`src/rtl/pipeline_ctrl.sv`:
```
// Five-stage pipeline hazard/halt controller: RUN/DRAIN/HALTED FSM driving pipeline register enables.
// Optional stall counter is built when PIPE_CTRL_PERF_CNT_EN is defined.
module pipeline_ctrl (
  input  logic        clk,
  input  logic        rst,
  input  logic [3:0]  id_rs,
  input  logic [3:0]  id_rt,
  input  logic        id_uses_rs,
  input  logic        id_uses_rt,
  input  logic        ex_memread,
  input  logic [3:0]  ex_rd,
  input  logic        br_taken,
  input  logic        id_halt,
  input  logic        dmem_busy,
  output logic        pc_wen,
  output logic        ifid_wen,
  output logic        idex_wen,
  output logic        exmem_wen,
  output logic        memwb_wen,
  output logic        ifid_flush,
  output logic        idex_flush,
  output logic        halted,
  output logic [15:0] stall_cnt
);

  typedef enum logic [1:0] {StRun, StDrain, StHalted} state_e;

  state_e     state_q, state_d;
  logic [1:0] drain_q, drain_d;
  logic       load_use;

  always_comb begin
    load_use = ex_memread && (ex_rd != 4'd0) &&
               ((id_uses_rs && (id_rs == ex_rd)) || (id_uses_rt && (id_rt == ex_rd)));
  end

  always_comb begin
    state_d    = state_q;
    drain_d    = drain_q;
    pc_wen     = 1'b0;
    ifid_wen   = 1'b0;
    idex_wen   = 1'b0;
    exmem_wen  = 1'b0;
    memwb_wen  = 1'b0;
    ifid_flush = 1'b0;
    idex_flush = 1'b0;
    halted     = 1'b0;
    if (rst) begin
      // Reset looks like RUN with both front stages flushed
      pc_wen     = 1'b1;
      ifid_wen   = 1'b1;
      idex_wen   = 1'b1;
      exmem_wen  = 1'b1;
      memwb_wen  = 1'b1;
      ifid_flush = 1'b1;
      idex_flush = 1'b1;
    end else begin
      unique case (state_q)
        StRun: begin
          if (dmem_busy) begin
            // full freeze: every enable already low
          end else if (load_use) begin
            idex_wen   = 1'b1;
            idex_flush = 1'b1;
            exmem_wen  = 1'b1;
            memwb_wen  = 1'b1;
          end else if (id_halt) begin
            idex_wen  = 1'b1;
            exmem_wen = 1'b1;
            memwb_wen = 1'b1;
            state_d   = StDrain;
            drain_d   = 2'd3;
          end else begin
            pc_wen     = 1'b1;
            ifid_wen   = 1'b1;
            idex_wen   = 1'b1;
            exmem_wen  = 1'b1;
            memwb_wen  = 1'b1;
            ifid_flush = br_taken;
          end
        end
        StDrain: begin
          if (!dmem_busy) begin
            idex_wen   = 1'b1;
            idex_flush = 1'b1;
            exmem_wen  = 1'b1;
            memwb_wen  = 1'b1;
            drain_d    = drain_q - 2'd1;
            if (drain_q == 2'd1) begin
              state_d = StHalted;
            end
          end
        end
        StHalted: begin
          halted = 1'b1;
        end
        default: begin
          state_d = StRun;
        end
      endcase
    end
  end

  always_ff @(posedge clk) begin
    if (rst) begin
      state_q <= StRun;
      drain_q <= 2'd0;
    end else begin
      state_q <= state_d;
      drain_q <= drain_d;
    end
  end

`ifdef PIPE_CTRL_PERF_CNT_EN
  logic [15:0] stall_cnt_q, stall_cnt_d;

  always_comb begin
    stall_cnt_d = stall_cnt_q;
    if (!pc_wen && (state_q != StHalted) && (stall_cnt_q != 16'hFFFF)) begin
      stall_cnt_d = stall_cnt_q + 16'd1;
    end
  end

  always_ff @(posedge clk) begin
    if (rst) begin
      stall_cnt_q <= 16'd0;
    end else begin
      stall_cnt_q <= stall_cnt_d;
    end
  end

  assign stall_cnt = stall_cnt_q;
`else
  assign stall_cnt = 16'h0000;
`endif

endmodule

```
`config.mk`:
```
export PLATFORM = sky130hd
export DESIGN_NAME = pipeline_ctrl
export DESIGN_NICKNAME = d
export VERILOG_FILES = /design/src/rtl/pipeline_ctrl.sv
export SDC_FILE = /design/constraint.sdc
export NUM_CORES = 1
export LEC_CHECK = 0
export BUFFER_PORTS_ARGS = -buffer_cell sky130_fd_sc_hd__buf_2
export CAP_MARGIN = 5
export CORE_MARGIN = 4
export CORE_UTILIZATION = 30
export CTS_CLUSTER_DIAMETER = 120
export CTS_CLUSTER_SIZE = 25
export DETAILED_ROUTE_END_ITERATION = 8
export PLACE_DENSITY = 0.67
export SLEW_MARGIN = 30
export SYNTH_ARGS = -nofsm -noshare
export SYNTH_HDL_FRONTEND = slang
export SYNTH_SLANG_ARGS = --single-unit
```
`constraint.sdc`:
```
create_clock -name clk -period 1.05 [get_ports clk]
set_input_delay 0.105 -clock clk [delete_from_list [all_inputs] [get_ports clk]]
set_output_delay 0.105 -clock clk [all_outputs]
set_load 0.01 [all_outputs]
```
# ---- Word level (Yosys, flattened, before mapping)
# Cells that the tools add are included.
dict set report totals {
  wordCells 55
  inputBits 20
  reg_bits 4
  output_inout_bits 24
}
dict set report classes {
  n_bitwise 1
  add_sub_neg 1
  reduce_logical 11
  eq_ne 10
  muxes 30
}
# op count
set ops {}
lappend ops {{1-bit 2-to-1 mux} 18}
lappend ops {{2-bit 2-to-1 mux} 9}
lappend ops {{2-bit inequality test, second input constant} 5}
lappend ops {{4-bit equality test} 2}
lappend ops {{2-bit case mux with 3 select lines} 1}
lappend ops {{6-bit AND reduction} 1}
lappend ops {{5-bit AND reduction} 1}
lappend ops {{2-bit by 1-bit equality test with 1-bit output, second input constant} 2}
lappend ops {{1-bit logical AND} 4}
lappend ops {{2-bit case mux with 2 select lines} 1}
lappend ops {{4-bit nonzero test} 1}
lappend ops {{2-bit equality test, second input constant} 1}
lappend ops {{2-bit zero test} 1}
lappend ops {{1-bit case mux with 2 select lines} 1}
lappend ops {{2-bit nonzero test} 1}
lappend ops {{2-bit OR reduction} 1}
lappend ops {{2-bit by 1-bit subtractor with 2-bit output, second input constant} 1}
lappend ops {{1-bit logical OR} 1}
lappend ops {{1-bit inverter} 1}

# ---- Longest topological paths before layout
dict set report logic_depth {
  word_depth 8
  depth_mapped 6
  ltp_nobuf 5
}

# ---- Least setup slack after synthesis
# Ideal clock, no wire load.
dict set report synth_timing {
  path_type {input-to-output}
  startpoint {input ex_rd[1]}
  endpoint {output pc_wen}
  t_required_ns 0.945
  slack_ns -0.212
  path_buffers 1
  path_stages 6
  t_arrival_ns 1.157
  path_cell_list {o41a_1 > nand3_1 > nor4_2 > nor2_2 > a21o_1 > buf_4}
}
dict set report synth_between {
  elab_chain_len 8
  word_cells_on_any_way 12
  classes_between {eq/ne (2); mux (4); reduce/logical (6)}
}
# item line
set synth_lines {}
lappend synth_lines {{start, declared} 11} ;# input logic [3:0] ex_rd,
lappend synth_lines {{4-bit equality test} 34} ;# ((id_uses_rs && (id_rs == ex_rd)) || (id_uses_rt && (id_rt == ex_rd)));
lappend synth_lines {{1-bit logical AND} 34}
lappend synth_lines {{1-bit logical OR} 34}
lappend synth_lines {{1-bit logical AND (*)} 33} ;# load_use = ex_memread && (ex_rd != 4'd0) &&
lappend synth_lines {{1-bit 2-to-1 mux (*) (4 in a row)} -}
lappend synth_lines {{end, declared} 15} ;# output logic pc_wen,
# Every way passes the cells marked *; elsewhere a longest branch is shown, timed or not.

# ---- Final worst setup path
dict set report layout_timing {
  startpoint {input ex_rd[1]}
  endpoint {output idex_flush}
}
dict set report layout_between {
  elab_chain_len 8
  word_cells_on_any_way 12
  classes_between {eq/ne (2); mux (4); reduce/logical (6)}
}
# item line
set layout_lines {}
lappend layout_lines {{4-bit equality test} 34}
lappend layout_lines {{1-bit logical AND} 34}
lappend layout_lines {{1-bit logical OR} 34}
lappend layout_lines {{1-bit logical AND (*)} 33}
lappend layout_lines {{1-bit 2-to-1 mux (*)} 62} ;# end else if (load_use) begin
lappend layout_lines {{1-bit 2-to-1 mux (*)} 60} ;# if (dmem_busy) begin
lappend layout_lines {{1-bit case mux with 2 select lines (*)} 58} ;# unique case (state_q)
lappend layout_lines {{1-bit 2-to-1 mux (*)} 48} ;# if (rst) begin
lappend layout_lines {{end, declared} 21} ;# output logic idex_flush,
# Marks and branches as above.

==> summary.txt <==
Outcome
  • Outcome: complete, but fails checks
  • Failing checks: setup timing

Clock tree
  • CTS Root Cell: clkbuf_4
  • Htree depth: 1
  • Clk Latency, worst-skew pair: between 0.2 and 0.25 ns
  • Hold_buf cts: 0
  • CTS tree: yes
  • CTS Buf Count: 3
  • Clock slew at reported path FFs: 0.04 ns
  • Clk buf depth: 2
  • CTS sink count: 4

Place
  • Final Wtd Congestion: between 0.7 and 0.8
  • Number of port buffers: 27
  • DP HPWL: about 1200 um
  • Placed insts: 119

Critical path
  • Critical path endpoint category: primary output
  • Worst path most repeated cell: o41a_1
  • Crit-path cells: buf_8 > o41a_1 > nand3_2 > nor4_2 > o41a_1 > buf_2
  • CP max stage delay: 0.46 ns
  • CP max stage cell: o41a_1
  • Worst Path Max Fanout: 3
  • CP arrival: 1.30 ns
  • Crit path required time: 0.94 ns
  • Kind of critical path: input pin to primary output
  • Startpoint types: input pin

Synth
  • Xor-xnor portion of the synthesized cell area: 13.15%
  • Post-synthesis mux area share: 0%
  • Adder-cell share of the synthesized area: 2.347%
  • Synth Warn #: 0
  • Largest family of logic cells by synthesized area: buffers and inverters
  • Cell variety after synth: 26
  • Cells after synthesis: 65
  • Post-synthesis cell area: approximately 530 um2
  • Sequential share of the synthesized area: 15.02%
  • Seq cells post-synth: 4
  • Complex-gate fraction of the synthesized area: 17.84%
  • Simple-gate portion of the synthesized area: 21.36%
  • Average size of a mapped cell: 8.200 um2

Global routing
  • First-pass GRT wire length: 2201 um
  • Largest net degree at the start of global routing: 9
  • GRT Resource Usage Total: around an eighth
  • Initial antenna violation count: 0
  • GR Util met2: 22.39%
  • Most Used Layer, Global Route: met2
  • GRT met1 Usage: 10.91%
  • Number of global-route vias before repair: 563
  • Gr ovfl total: 0
  • Grt met3 use: under 10%

Timing
  • Final Max Slew Viols: 0
  • Max frequency: 713.3 MHz
  • Tmin final: 1.402 ns
  • Final setup viols: 11
  • RSZ-0062 raised after global routing: yes
  • Skew final: 0.003531 ns
  • Tcrit/Tclk final: 133.5%
  • Worst setup margin: -0.3520 ns
  • Final Hold Vio Count: 0

Final layout
  • Leading cell types in the layout, fill and taps excluded: buf_2, conb_1, buf_4
  • Nets@finish: 127
  • Diode count: 0
  • Share of post-route cells with drive strength above 1: 62.50%
  • Footprint of the multi-input gates: between 400 and 500 um2
  • Sequential standard cell area: slightly below 90 um2
  • Commonest non-fill, non-tap cell in the layout: buf_2
  • Final Non-Filler Cells: 128
  • Filler instances: 153
  • P&R area growth vs syn: 67.14%

Power and ir drop
  • Max IR drop VDD: 0.4846 mV
  • Sw power: 230.6 uW
  • Clk pwr share: between 20% and 30%
  • Combinational group share of total power: 45.8%
  • Int Pwr: 458.9 uW
  • Register share of total power: 26.2%
  • Power density over cell area: 774.0 mW/mm2
  • Leak Pwr: 0.0004275 uW
  • Sw frac: between 30% and 40%
  • Design Power: just under 700 uW

Floorplanning
  • Area of the core: about 0.0016 mm2
  • Std-Cell Rows: 14
  • Die W: 50.15 um
  • Ports: 44
  • Die area: 0.002515 mm2
  • Die height: 50.15 um
  • Initial core utilization: 33.44%

Worst hold path
  • Hold crit path type: input pin to flop

Detailed routing
  • DR DRC count: 0
  • Detail Route Antenna Nets: 0
  • First-pass iteration count of the detailed router: 4
  • Overall routed net length: 1429 um
  • Via count: 565
  • Mean routed wirelength per cell: 11.16 um
  • DR vias/cell: 4.414
  • Drt initial violations: 9

Flow run
  • Max-cap violations: 0
## metal layers
metal,routed length [um],vias to the layer above
li1,-,272
met1,482,261
met5,0,-
met2,803,32
met3,142,0
met4,0,0
## power by group through the flow
stage	clock, uW	sequential, uW	combinational (uW)
CTS	203	177	307
finish	193	181	316
detailed placement	0	180	247
floorplan	0	175	196
global placement	0	179	239
global route	210	183	344
## through the flow
| stage | hold WS [ns] | instance area, um2 | TNS (ns) | worst slack [ns] | util [%] |
|---|---|---|---|---|---|
| 4_1_cts | 0.2036 | 857.1 | -2.301 | -0.3742 | 53.77 |
| 6_report | 0.2467 | 890.9 | -1.998 | -0.3520 | 55.89 |
| 2_1_floorplan | 0.3047 | 598.1 | -0.5760 | -0.1947 | - |
| 5_1_grt | 0.2393 | 890.9 | -2.586 | -0.4018 | 55.89 |
| 3_3_place_gp | 0.4617 | 676.9 | -2.248 | -0.3552 | 42.46 |
| 3_5_place_dp | 0.4561 | 676.9 | -2.345 | -0.3805 | 42.46 |
## synthesized netlist by cell type
cell type	number	area, um2
a21o_1	2	15.01
nor2_1	4	15.01
nor4_1	1	6.260
nor4bb_1	1	10.01
xnor2_1	2	17.52
inv_1	2	7.510
a31o_2	1	8.760
o41a_1	3	33.78
conb_1	1	3.750
a311oi_1	2	17.52
clkbuf_1	2	7.510
nor4b_1	1	8.760
or3_1	1	6.260
xor2_1	6	52.55
buf_4	19	142.6
nand2b_1	1	6.260
o21a_1	2	15.01
nor2b_1	1	6.260
dfxtp_1	4	80.08
ha_1	1	12.51
nand3_1	2	10.01
a21oi_1	1	5.000
or2_2	1	6.260
nand3b_1	1	7.510
nor4_2	2	25.02
nor2_2	1	6.260
## flip-flops by register name, indices dropped and copies added (netlist names)
signal   flops
drain_q      2
state_q      2
## area by class of cell
type	instances	share of cell area, %
Multi-Input combinational cell	53	49.02
Timing Repair Buffer	42	34.41
Sequential cell	4	9.831
Tap cell	24	3.371
Clock buffer	3	2.528
Inverter	2	0.8427
## critical path: cells and delay by family
family	cells	cell delay [ns]
AO/OA/AOI/OAI	2	0.82
buffers and inverters	2	0.24
AND/OR/NAND/NOR	2	0.14
## logic make-up after synthesis
group	Yosys count
other	1
buffers and inverters	23
AO/OA/AOI/OAI	11
XOR/XNOR	8
AND/OR/NAND/NOR	17
adder cells (fa/ha/maj)	1
flip-flops	4
## final timing paths
check	from	to	slack (ns)	depth (start not counted)
worst min register to register	state_q[0]	state_q[1]	0.56	2
worst max-delay path	ex_rd[1]	idex_flush	-0.35	6
worst min-delay path	rst	state_q[1]	0.25	3
worst max register to register	state_q[1]	drain_q[0]	-0.12	5
## repair_timing
item / CTS / global route
setup buffers: 6 / 1
cloned: 0 / 0
gates resized for setup: 24 / 9
endpoints found under the setup margin: 12 / 12
pin swaps: 12 / 3
Note: power is estimated with default switching activity, not from simulation.
